## config.mk

```make
export PLATFORM = sky130hd
export DESIGN_NAME = dmem_bridge_flat
export DESIGN_NICKNAME = d
export VERILOG_FILES = /design/src/rtl/dmem_bridge_if.sv /design/src/rtl/dmem_bridge.sv /design/src/flat_wrapper.sv
export SDC_FILE = /design/constraint.sdc
export NUM_CORES = 1
export LEC_CHECK = 0
export BUFFER_PORTS_ARGS = -buffer_cell sky130_fd_sc_hd__buf_2
export CAP_MARGIN = 25
export CORE_MARGIN = 2
export CORE_UTILIZATION = 50
export DETAILED_ROUTE_END_ITERATION = 12
export PLACE_DENSITY = 0.92
export SETUP_SLACK_MARGIN = 0.1
export SYNTH_ARGS = -nofsm -noshare
export SYNTH_HDL_FRONTEND = slang
export SYNTH_SLANG_ARGS = --single-unit
```

## constraint.sdc

```tcl
create_clock -name clk -period 3.9 [get_ports clk]
set_clock_uncertainty 0.05 [all_clocks]
set_input_delay 0.39 -clock clk [delete_from_list [all_inputs] [get_ports clk]]
set_output_delay 0.39 -clock clk [all_outputs]
set_load 0.005 [all_outputs]
```

## src/rtl/dmem_bridge_if.sv

```systemverilog
// Interfaces for the data-memory bridge: the core-side EM/WB memory port and the
// word-aligned system bus. The bridge is the slave of the core port and the master of the bus.

interface dmem_core_if;
    logic [31:0] mem_addr;
    logic        mem_oe;
    logic [31:0] mem_wdata;
    logic [3:0]  mem_we;
    logic [31:0] mem_rdata;
    logic        mem_valid;
    logic        mem_ready;

    modport master (
        output mem_addr,
        output mem_oe,
        output mem_wdata,
        output mem_we,
        input  mem_rdata,
        input  mem_valid,
        input  mem_ready
    );

    modport slave (
        input  mem_addr,
        input  mem_oe,
        input  mem_wdata,
        input  mem_we,
        output mem_rdata,
        output mem_valid,
        output mem_ready
    );
endinterface

interface dmem_bus_if;
    logic        bus_req;
    logic        bus_we;
    logic [31:0] bus_addr;
    logic [3:0]  bus_be;
    logic [31:0] bus_wdata;
    logic        bus_gnt;
    logic        bus_rvalid;
    logic [31:0] bus_rdata;

    modport master (
        output bus_req,
        output bus_we,
        output bus_addr,
        output bus_be,
        output bus_wdata,
        input  bus_gnt,
        input  bus_rvalid,
        input  bus_rdata
    );

    modport slave (
        input  bus_req,
        input  bus_we,
        input  bus_addr,
        input  bus_be,
        input  bus_wdata,
        output bus_gnt,
        output bus_rvalid,
        output bus_rdata
    );
endinterface

```

## src/rtl/dmem_bridge.sv

```systemverilog
// Data-memory bridge: turns right-aligned byte-addressed core accesses into word-aligned bus
// transactions; stores are posted through a 1-entry buffer, loads run as single split reads.

module dmem_bridge #(
    parameter int unsigned TIMEOUT  = 255,
    parameter logic [31:0] ERR_DATA = 32'hDEADBEEF
) (
    input  logic       clk,
    input  logic       rst_n,
    dmem_core_if.slave core,
    dmem_bus_if.master bus,
    output logic       err_misalign,
    output logic       err_timeout
);

    typedef enum logic [1:0] {
        IDLE,
        WR,
        RD_REQ,
        RD_WAIT
    } state_t;

    localparam logic [7:0] CNT_LAST = 8'(TIMEOUT - 1);

    state_t      state_q, state_d;
    logic [31:0] addr_q, addr_d;
    logic [3:0]  be_q, be_d;
    logic [31:0] wdata_q, wdata_d;
    logic [1:0]  off_q, off_d;
    logic [7:0]  cnt_q, cnt_d;
    logic [31:0] rdata_q, rdata_d;
    logic        valid_q, valid_d;
    logic        mis_q, mis_d;
    logic        tmo_q, tmo_d;

    logic        is_half;
    logic        is_word;
    logic        misaligned;
    logic [1:0]  acc_off;

    // Stores snap to their natural alignment; the byte lane offset follows the snapped address.
    always_comb begin
        is_half    = (core.mem_we == 4'b0011);
        is_word    = (core.mem_we == 4'b1111);
        acc_off    = core.mem_addr[1:0];
        misaligned = 1'b0;
        if (is_half) begin
            acc_off    = {core.mem_addr[1], 1'b0};
            misaligned = core.mem_addr[0];
        end else if (is_word) begin
            acc_off    = 2'b00;
            misaligned = |core.mem_addr[1:0];
        end
    end

    always_comb begin
        state_d = state_q;
        addr_d  = addr_q;
        be_d    = be_q;
        wdata_d = wdata_q;
        off_d   = off_q;
        cnt_d   = cnt_q;
        rdata_d = rdata_q;
        valid_d = 1'b0;
        mis_d   = mis_q;
        tmo_d   = tmo_q;

        case (state_q)
            IDLE: begin
                if (core.mem_oe) begin
                    addr_d = {core.mem_addr[31:2], 2'b00};
                    if (core.mem_we != 4'b0000) begin
                        be_d    = core.mem_we << acc_off;
                        wdata_d = core.mem_wdata << {acc_off, 3'b000};
                        mis_d   = mis_q | misaligned;
                        state_d = WR;
                    end else begin
                        be_d    = 4'b1111;
                        off_d   = core.mem_addr[1:0];
                        state_d = RD_REQ;
                    end
                end
            end
            WR: begin
                if (bus.bus_gnt) begin
                    state_d = IDLE;
                end
            end
            RD_REQ: begin
                if (bus.bus_gnt) begin
                    cnt_d   = 8'd0;
                    state_d = RD_WAIT;
                end
            end
            RD_WAIT: begin
                // A response arriving on the last permitted cycle still wins over the timeout.
                if (bus.bus_rvalid) begin
                    rdata_d = bus.bus_rdata >> {off_q, 3'b000};
                    valid_d = 1'b1;
                    state_d = IDLE;
                end else if (cnt_q == CNT_LAST) begin
                    rdata_d = ERR_DATA;
                    valid_d = 1'b1;
                    tmo_d   = 1'b1;
                    state_d = IDLE;
                end else begin
                    cnt_d = cnt_q + 8'd1;
                end
            end
            default: begin
                state_d = IDLE;
            end
        endcase
    end

    always_ff @(posedge clk or negedge rst_n) begin
        if (!rst_n) begin
            state_q <= IDLE;
            addr_q  <= 32'd0;
            be_q    <= 4'd0;
            wdata_q <= 32'd0;
            off_q   <= 2'd0;
            cnt_q   <= 8'd0;
            rdata_q <= 32'd0;
            valid_q <= 1'b0;
            mis_q   <= 1'b0;
            tmo_q   <= 1'b0;
        end else begin
            state_q <= state_d;
            addr_q  <= addr_d;
            be_q    <= be_d;
            wdata_q <= wdata_d;
            off_q   <= off_d;
            cnt_q   <= cnt_d;
            rdata_q <= rdata_d;
            valid_q <= valid_d;
            mis_q   <= mis_d;
            tmo_q   <= tmo_d;
        end
    end

    assign core.mem_ready = (state_q == IDLE);
    assign core.mem_valid = valid_q;
    assign core.mem_rdata = rdata_q;

    // Request and direction come straight from the state so an async reset drops them at once.
    assign bus.bus_req   = (state_q == WR) || (state_q == RD_REQ);
    assign bus.bus_we    = (state_q == WR);
    assign bus.bus_addr  = addr_q;
    assign bus.bus_be    = be_q;
    assign bus.bus_wdata = wdata_q;

    assign err_misalign = mis_q;
    assign err_timeout  = tmo_q;

endmodule

```

## src/flat_wrapper.sv

```systemverilog
// flat-port wrapper written by rule: the top's interface ports become plain ports
module dmem_bridge_flat 
#(
    parameter int unsigned TIMEOUT  = 255,
    parameter logic [31:0] ERR_DATA = 32'hDEADBEEF
)
  (clk, rst_n, err_misalign, err_timeout, core_mem_addr, core_mem_oe, core_mem_wdata, core_mem_we, core_mem_rdata, core_mem_valid, core_mem_ready, bus_bus_req, bus_bus_we, bus_bus_addr, bus_bus_be, bus_bus_wdata, bus_bus_gnt, bus_bus_rvalid, bus_bus_rdata);
  dmem_core_if core_i ();
  dmem_bus_if bus_i ();
  input  logic clk;
  input  logic rst_n;
  output logic err_misalign;
  output logic err_timeout;
  input wire logic [$bits(core_i.mem_addr)-1:0] core_mem_addr;
  input wire logic [$bits(core_i.mem_oe)-1:0] core_mem_oe;
  input wire logic [$bits(core_i.mem_wdata)-1:0] core_mem_wdata;
  input wire logic [$bits(core_i.mem_we)-1:0] core_mem_we;
  output wire logic [$bits(core_i.mem_rdata)-1:0] core_mem_rdata;
  output wire logic [$bits(core_i.mem_valid)-1:0] core_mem_valid;
  output wire logic [$bits(core_i.mem_ready)-1:0] core_mem_ready;
  output wire logic [$bits(bus_i.bus_req)-1:0] bus_bus_req;
  output wire logic [$bits(bus_i.bus_we)-1:0] bus_bus_we;
  output wire logic [$bits(bus_i.bus_addr)-1:0] bus_bus_addr;
  output wire logic [$bits(bus_i.bus_be)-1:0] bus_bus_be;
  output wire logic [$bits(bus_i.bus_wdata)-1:0] bus_bus_wdata;
  input wire logic [$bits(bus_i.bus_gnt)-1:0] bus_bus_gnt;
  input wire logic [$bits(bus_i.bus_rvalid)-1:0] bus_bus_rvalid;
  input wire logic [$bits(bus_i.bus_rdata)-1:0] bus_bus_rdata;
  assign core_i.mem_addr = core_mem_addr;
  assign core_i.mem_oe = core_mem_oe;
  assign core_i.mem_wdata = core_mem_wdata;
  assign core_i.mem_we = core_mem_we;
  assign core_mem_rdata = core_i.mem_rdata;
  assign core_mem_valid = core_i.mem_valid;
  assign core_mem_ready = core_i.mem_ready;
  assign bus_bus_req = bus_i.bus_req;
  assign bus_bus_we = bus_i.bus_we;
  assign bus_bus_addr = bus_i.bus_addr;
  assign bus_bus_be = bus_i.bus_be;
  assign bus_bus_wdata = bus_i.bus_wdata;
  assign bus_i.bus_gnt = bus_bus_gnt;
  assign bus_i.bus_rvalid = bus_bus_rvalid;
  assign bus_i.bus_rdata = bus_bus_rdata;
  dmem_bridge #(.TIMEOUT(TIMEOUT), .ERR_DATA(ERR_DATA)) u_core (.clk(clk), .rst_n(rst_n), .core(core_i), .bus(bus_i), .err_misalign(err_misalign), .err_timeout(err_timeout));
endmodule
```

* Yosys cells after proc, flatten, opt, wreduce, memory -nomap -nowiden *
Cells that the tools add are included.
Widths: inputs -> output; s select.

word-level totals
  word-level logic and storage cells = 63
  bits of input ports = 105
  register bits after elaboration = 113
  output and inout bits = 106

operators by class
  bitwise gates (word level) = 3
  eq/ne operators = 12
  add/sub/neg operators = 1
  reduce and logical (&&, ||, !) cells = 13
  shifts and indexed selects = 3
  muxes and demuxes = 21

operator list
  cell                 number
  $mux 32              2
  $shl 32x5->32        1
  $shr 32x5->32        1
  $mux 8               3
  $mux 2               8
  $pmux 8 s2           1
  $reduce_and 3->1     3
  $add 8x1->8 const B  1
  $eq 8x8->1 const B   1
  $ne 2x2->1 const B   4
  $pmux 2 s4           1
  $reduce_and 4->1     2
  $mux 1               5
  $eq 2x2->1 const B   2
  $eq 4x2->1 const B   1
  $eq 4x4->1 const B   1
  $mux 4               1
  $reduce_and 2->1     2
  $reduce_bool 2->1    2
  $reduce_bool 4->1    1
  $shl 4x2->4          1
  $ne 3x2->1 const B   1
  $eq 2x1->1 const B   1
  $logic_not 2->1      1
  5 further kinds      6

* Depth between registers and ports, before layout *
Gate-level depths: netlist of the first run.

  depth in word-level cells = 5
  depth in mapped cells = 9
  depth with buffers taken out = 7

* Worst setup path before layout of the first run *
Ideal clock, no wire load.

  kind = reg-to-reg
  from = reg u_core.state_q[0]
  to = reg u_core.addr_q[10] (netlist: u_core.bus.bus_addr[10])
  path buffers = 2
  data arrival time = 1.597 ns
  required time = 3.725 ns
  slack = 2.128 ns
  clock period less this slack = 1.772 ns
  cell stages (with the launch flop) = 7
  cell sequence = dfrtp_1 inv_1 ha_1 and2_1 clkbuf_1 buf_2 mux2_2

on the way
  word-level cells in the longest chain between the ends = 2

ends and longest elaborated chain
  what                               RTL line            source
  from (decl)                        dmem_bridge.sv:25   state_t state_q, state_d;
  from (signal assigned)             dmem_bridge.sv:129  state_q <= state_d;
  $logic_not 2->1                    --
  named net core_mem_ready           flat_wrapper.sv:20  output wire logic [$bits(core_i.mem_ready)-1:0] core_mem_ready;
  $reduce_and 2->1 (no source line)  --
  to (signal assigned)               dmem_bridge.sv:130  addr_q <= addr_d;
  to (decl)                          dmem_bridge.sv:26   logic [31:0] addr_q, addr_d;

The timed path passes the listed nets, and every way through them passes these cells.
A chain may end at the register's enable or synchronous reset.

* Worst setup path in the final report of the first run *
  from = reg u_core.state_q[0]
  to = reg u_core.rdata_q[6] (netlist: u_core.core.mem_rdata[6])

on the way
  word-level cells in the longest chain between the ends = 2

ends and longest elaborated chain
  what                               RTL line            source
  $eq 2x2->1                         dmem_bridge.sv:68   case (state_q)
  $reduce_and 2->1 (no source line)  --
  to (signal assigned)               dmem_bridge.sv:135  rdata_q <= rdata_d;
  to (decl)                          dmem_bridge.sv:31   logic [31:0] rdata_q, rdata_d;

No other way between the ends.

==> impl_metrics.ini, run 1 <==
[global_route]
grt_pass1_wl_mm = 23.27
grt_max_degree = 52
overflow = 0
grt_usage_pct = 25.48
antenna_found_initial = 0
grt_pass1_vias = 4630

[route]
vias_per_cell = 5.806
first_pass_iters = 5
drtIter0Drc = 453
vias = 4999
wirelength_mm = 15.51
wl_per_cell_um = 18.01
drc = 0
drtAntennaViolNets = 0

[finish]
nFillCells = 827
n_antenna_cell = 0
seqCellArea_mm2 = 0.002828
fin_cells = 861
layout_common_cells = 207 x buf_2, 113 x dfrtp_1, 40 x nand2_1
drive_gt1_share_pct = 40.08
syn2layout_area_growth_pct = 28.14
nets = 821
final_common_cell = buf_2
multi_input_area_mm2 = 0.002487

[synthesis]
synth_edf_count = 0
synth-async-reset-ratio_pct = 100.0
synth-seq-cells = 113
syn_avg_cell_area_um2 = 10.88
synth-seq-area-share_pct = 50.56
ys_types = 55
yosys_most_used_dff = dfrtp_1
yosysWarnings = 0
netlist_area_mm2 = 0.005593
syn_inst = 514

[clocking]
clockBufferDepth = 2
cts_tree = done
clock_sinks = 113
htree_levels = 4
numCtsBuffers = 17
clkTransAtPathRegs_ns = 0.05
clock_latency_ns = 0.51
cts-root-buf = clkbuf_8

[power_and_ir_drop]
internal_power_mw = 3.493
clockPowerShare_pct = 26.3
p_per_area_mw_per_mm2 = 734.9
power.leakage_nw = 3.512
p_comb_share_pct = 34.6
ir_drop_mv = 0.3383
p_sw_mw = 1.774
pwr-share-seq_pct = 39.1
power_switching_share_pct = 33.69

[floorplanning]
io_pins = 211
die_x_um = 109.8
start_util_pct = 51.37
fp.dieH_um = 109.8
die-area_mm2 = 0.01205
fp-row-count = 38
core_mm2 = 0.01089

[run]
maxCapViolations = 0

[worst_setup_path]
path_cells = ha_1 -> nand2_2 -> o21a_1 -> inv_1 -> o22a_1
cpPeakStageDelay_ns = 0.76
cp_slowest_cell = o21a_1
required_ns = 4.25
arrival_ns = 3.22
path_delay_family = compound AO/OA/AOI/OAI gates
cp_num_buf_inv = 1
end_kind = flop
crit_type = flop to flop
worst_setup_path_start_kind = flop
critPathMaxFanout = 22

[timing]
relSlewSlack_pct = 29.09
final.setup.tns_ns = 0
timing.final.crit_share_pct = 73.65
whs_ns = 0.05452
setup_viol = 0
rsz0062_at_grt = no
finalCriticalPeriod_ns = 2.872
worst_slew_pin_slew_ns = 1.064
clock.fmax_mhz = 348.1
slew_violations = 0
finalHoldViolations = 0

[placed_design]
dp.cells = 829
io_buffers = 208
dp.final_hpwl_mm = 11.30
place.gp.congestion = 0.8937

[run_status]
run_status = complete, no violations

[min_path]
hold_class = input pin to flop
==> cell type report <==
type | count | share of cell area [%]
inverter | 9 | 0.4714
tap | 140 | 2.444
multi-input combinational | 353 | 34.71
sequential | 113 | 39.46
clock inverter | 10 | 1.222
clock buffer | 21 | 6.267
timing repair buffer | 215 | 15.43
==> power by group through the flow <==
stage               sequential, mW  combinational [mW]  clock (mW)
global route                  2.11                2.01        1.47
floorplan                     1.99                1.05           0
global placement              2.03                1.75           0
finish                        2.06                1.82        1.38
detailed placement            2.06                1.83           0
CTS                           2.05                1.84        1.41
==> synth_stat cells, drive strengths merged, types with 3 or more instances <==
cell | n | area share [%]
a21boi | 8 | 1.1
mux2i | 36 | 6.4
ha | 7 | 1.6
o22a | 8 | 1.3
o221ai | 8 | 1.3
buf | 28 | 3.6
a211oi | 7 | 0.94
inv | 9 | 0.60
a31oi | 17 | 1.9
nand2 | 41 | 2.8
o21a | 4 | 0.54
and3 | 10 | 1.2
nand3 | 5 | 0.45
clkbuf | 12 | 0.83
a21oi | 27 | 2.4
mux2 | 35 | 7.0
nand4 | 6 | 0.67
nor2 | 39 | 2.7
a221o | 6 | 1.1
o21ai | 35 | 3.3
nor2b | 9 | 1.0
a211o | 6 | 0.94
a41oi | 3 | 0.47
dfrtp | 113 | 51
a22o | 10 | 1.6
==> flip-flops by register name, indices dropped and copies added, names as in the netlist <==
signal and cells:
u_core.bus.bus_wdata 32, u_core.core.mem_rdata 32, u_core.bus.bus_addr 30, u_core.cnt_q 8
u_core.bus.bus_be 4, u_core.off_q 2, u_core.state_q 2, u_core.core.mem_valid 1
u_core.err_misalign 1, u_core.err_timeout 1
==> metal layers <==
metal | share of wire, % | global-route usage, % | wire length, um | vias up
met5 | 0 | 0 | 0 | -
met1 | 37 | 30.46 | 5759 | 2367
li1 | - | - | - | 2280
met2 | 51 | 43.96 | 7947 | 313
met4 | 2.3 | 11.03 | 361 | 0
met3 | 9.3 | 5.809 | 1437 | 39
==> logic make-up after synthesis <==
logic type,after synthesis,share of synthesized area (%)
and+or+nand+nor,123,10.60
other,1,0.06705
adders and majority gates,7,1.566
DFF,113,50.56
muxes,72,13.89
buffers and inverters,49,5.033
xor gates and xnor gates,1,0.1566
AOI/OAI and AO/OA,148,18.12
==> per-stage QoR <==
step / util [%] / area [um^2] / total power, mW / worst slack [ns]
2_1_floorplan: - / 5597 / 3.041 / 2.128
3_3_place_gp: 60.66 / 6605 / 3.783 / 1.250
3_5_place_dp: 60.80 / 6620 / 3.889 / 1.112
4_1_cts: 65.82 / 7167 / 5.303 / 1.082
5_1_grt: 65.82 / 7167 / 5.594 / 0.7756
6_report: 65.82 / 7167 / 5.267 / 1.028
==> path summary, 6_finish.rpt <==
kind | from | to | slack [ns] | depth (start not counted)
min in group asynchronous | rst_n | u_core.core.mem_rdata[29] | 0.31 | 2
max in group asynchronous | rst_n | u_core.bus.bus_wdata[23] | 2.51 | 3
worst max-delay path | u_core.state_q[0] | u_core.core.mem_rdata[6] | 1.03 | 5
worst max register to register | u_core.state_q[0] | u_core.core.mem_rdata[6] | 1.03 | 5
worst min-delay path | core_mem_addr[10] | u_core.bus.bus_addr[10] | 0.05 | 2
worst min register to register | u_core.err_timeout | u_core.err_timeout | 0.42 | 1
==> timing repair <==
item	in CTS	in global routing
buffers inserted	0	0
hold endpoints to repair	30	0
hold buffers	1	0
resized for setup	0	0
Note: power is estimated with default switching activity, not from simulation.
==> run 2, diff against run 1 <==
--- a/config.mk
+++ b/config.mk
@@ -5,12 +5,13 @@
 export SDC_FILE = /design/constraint.sdc
 export NUM_CORES = 1
 export LEC_CHECK = 0
+export ABC_AREA = 1
 export BUFFER_PORTS_ARGS = -buffer_cell sky130_fd_sc_hd__buf_2
 export CAP_MARGIN = 25
 export CORE_MARGIN = 2
 export CORE_UTILIZATION = 50
 export DETAILED_ROUTE_END_ITERATION = 12
-export PLACE_DENSITY = 0.92
+export PLACE_DENSITY = 0.91
 export SETUP_SLACK_MARGIN = 0.1
 export SYNTH_ARGS = -nofsm -noshare
 export SYNTH_HDL_FRONTEND = slang
==> constraint.sdc (replaced) <==
create_clock -name clk -period 3 [get_ports clk]
set_clock_uncertainty 0.05 [all_clocks]
set_input_delay 0.3 -clock clk [delete_from_list [all_inputs] [get_ports clk]]
set_output_delay 0.3 -clock clk [all_outputs]
set_load 0.005 [all_outputs]
==> run 2 against run 1 <==
Synthesized cell count is 46% higher. Utilization fell by 0.47 points. Clock power is 44% higher. Total power up 32%. Via count is 16% higher. Global-route usage grew 1.3 points. Design area up 4.1%. Sequential power rose by 27%. Worst hold slack worse by 0.016 ns. Critical endpoint is now u_core.bus.bus_wdata[16]. Highest routed layer unchanged.
==> impl_metrics.ini, run 2 <==
[run_status]
run_status = complete, no violations

[power_and_ir_drop]
p_sw_mw = 2.502
fin_total_pwr_mw = 6.961
pwr-share-seq_pct = 37.7
power_switching_share_pct = 35.94
p_comb_share_pct = 33.8
power.leakage_nw = 4.233
p_per_area_mw_per_mm2 = 932.8
clockPowerShare_pct = 28.5
ir_drop_mv = 0.6584
internal_power_mw = 4.459

[floorplanning]
io_pins = 211
fp.dieH_um = 112.2
core_mm2 = 0.01142
die-area_mm2 = 0.01259
fp-row-count = 39
start_util_pct = 51.26
die_x_um = 112.2

[finish]
postLayoutCoreUtil_pct = 65.35
final_common_cell = nand2_1
nets = 1057
seqCellArea_mm2 = 0.002828
multi_input_area_mm2 = 0.002510
fin_cells = 1101
layout_common_cells = 302 x nand2_1, 207 x buf_2, 113 x dfrtp_1
nFillCells = 948
drive_gt1_share_pct = 28.50
n_antenna_cell = 0
syn2layout_area_growth_pct = 27.49

[global_route]
grt_usage_pct = 26.77
grt_pass1_wl_mm = 27.15
grt_pass1_vias = 5575
overflow = 0
antenna_found_initial = 0
grt_max_degree = 61

[route]
vias_per_cell = 5.262
drc = 0
drtAntennaViolNets = 0
wirelength_mm = 16.42
vias = 5794
wl_per_cell_um = 14.91
first_pass_iters = 8
drtIter0Drc = 469

[min_path]
min_from = core_mem_addr[3]
hold_class = input pin to flop
min_to = u_core.bus.bus_addr[3]
hold_depth = 3

[synthesis]
synth_most_common_cell = nand2_1
synth_edf_count = 0
synth-async-reset-ratio_pct = 100.0
ys_types = 41
synth_top_area_cell = dfrtp_1
yosys_most_used_dff = dfrtp_1
yosysWarnings = 0
yosys-top-cells-area = dfrtp_1 48%, nand2_1 19%, nand3_1 8.9%, inv_1 4.0%, buf_6 2.1%
synth_top_area_share_pct = 48.31
synthTopCellsByCount = 302 x nand2_1, 113 x dfrtp_1, 104 x nand3_1
synth-seq-cells = 113
syn_inst = 748
syn_avg_cell_area_um2 = 7.825
netlist_area_mm2 = 0.005853
synth-seq-area-share_pct = 48.31

[worst_setup_path]
reg2reg_to = u_core.bus.bus_wdata[16]
required_ns = 3.28
crit_type = flop to flop
reg2reg_slack_ns = 0.97
worst_setup_path_start_kind = flop
rr_worst_depth = 8
reg2reg_from = u_core.state_q[1]
end_kind = flop
critPathMaxFanout = 37
arrival_ns = 2.31

[clocking]
cts-root-buf = clkbuf_16
clock_latency_ns = 0.40
clkTransAtPathRegs_ns = 0.06
numCtsBuffers = 17
clockBufferDepth = 2
htree_levels = 4
cts-resized-gates = 0
cts_tree = done
clock_sinks = 113

[placed_design]
dp.cells = 1068
io_buffers = 208
dp.final_hpwl_mm = 11.68
place_ws_ns = 0.9766
place.gp.congestion = 0.8892

[timing]
clock.fmax_mhz = 493.3
timing.final.crit_share_pct = 67.57
final.setup.tns_ns = 0
rsz0062_at_grt = no
slew_violations = 0
finalHoldViolations = 0
setup_slack_ns = 0.9729
relSlewSlack_pct = 42.54
worst_slew_pin_slew_ns = 0.8619
finalCriticalPeriod_ns = 2.027
setup_viol = 0

[run]
maxCapViolations = 0
[run 2: cell types whose count changed after synthesis, moves of 10 or more]
cell / before / now
nor2_1: 37 / 24
mux2i_1: 36 / 1
a22o_1: 10 / 0
nand2_1: 40 / 302
o21ai_0: 32 / 20
nand3_1: 5 / 104
inv_1: 9 / 63
a31oi_1: 17 / 0
mux2_2: 35 / 0
[run 2: worst max path at each step]
stage / depth (start not counted) / start / endpoint
floorplan: 9 / u_core.state_q[0] / u_core.bus.bus_wdata[31]
global placement: 9 / core_mem_we[0] / u_core.bus.bus_wdata[25]
detailed placement: 9 / core_mem_we[0] / u_core.bus.bus_wdata[31]
CTS: 8 / u_core.state_q[1] / u_core.bus.bus_wdata[16]
global route: 8 / u_core.state_q[1] / u_core.bus.bus_wdata[6]
finish: 8 / u_core.state_q[1] / u_core.bus.bus_wdata[16]
[run 2: cell type report]
type                       count  share of cell area, %
clock buffer                  23                  6.405
clock inverter                 9                  1.425
inverter                      68                  3.454
multi-input combinational    531                  33.64
sequential                   113                  37.89
tap                          143                  2.398
timing repair buffer         214                  14.79
[run 2: logic make-up after synthesis]
family,synth area share (%)
buffers and inverters,8.871
muxes,0.1710
adders and majority gates,1.496
and+or+nand+nor,34.35
DFF,48.31
xor gates and xnor gates,0.4490
AOI/OAI and AO/OA,6.285
other,0.06407
[run 2: worst max-delay path, stage by stage, from the launching register on]
cell	delay, ns
dfrtp_1	0.41
inv_1	0.13
ha_1	0.24
nand2_1	0.11
inv_2	0.12
nand2_8	0.19
nor2_8	0.45
nand3_1	0.14
nand3_1	0.10
[run 2: power by group through the flow]
stage / registers, mW / logic, mW / clock network [mW]
floorplan: 2.58 / 1.33 / 0
global placement: 2.61 / 2.27 / 0
detailed placement: 2.61 / 2.37 / 0
CTS: 2.61 / 2.37 / 2.01
global route: 2.70 / 2.67 / 2.10
finish: 2.62 / 2.35 / 1.99
[run 2: timing repair]
| action | 4_1_cts | 5_1_grt |
|---|---|---|
| hold buffers | 1 | 0 |
| setup buffers | 0 | 0 |
| hold endpoints to repair | 58 | 0 |
[run 2: routing by layer]
layer  share of wire, %  vias to the layer above  global-route usage, %
met4                1.7                        0                  9.187
met2                 48                      323                  42.85
met1                 41                     2688                  35.53
met3                9.0                       27                  7.235
li1                   -                     2756                      -
met5                  0                        -                      0
[run 2: per-stage QoR]
step                cell area, um^2  hold WS [ns]
detailed placement             6868        0.3826
global route                   7462       0.03209
floorplan                      5857      -0.04559
finish                         7462       0.03856
CTS                            7462       0.02737
global placement               6868        0.3809
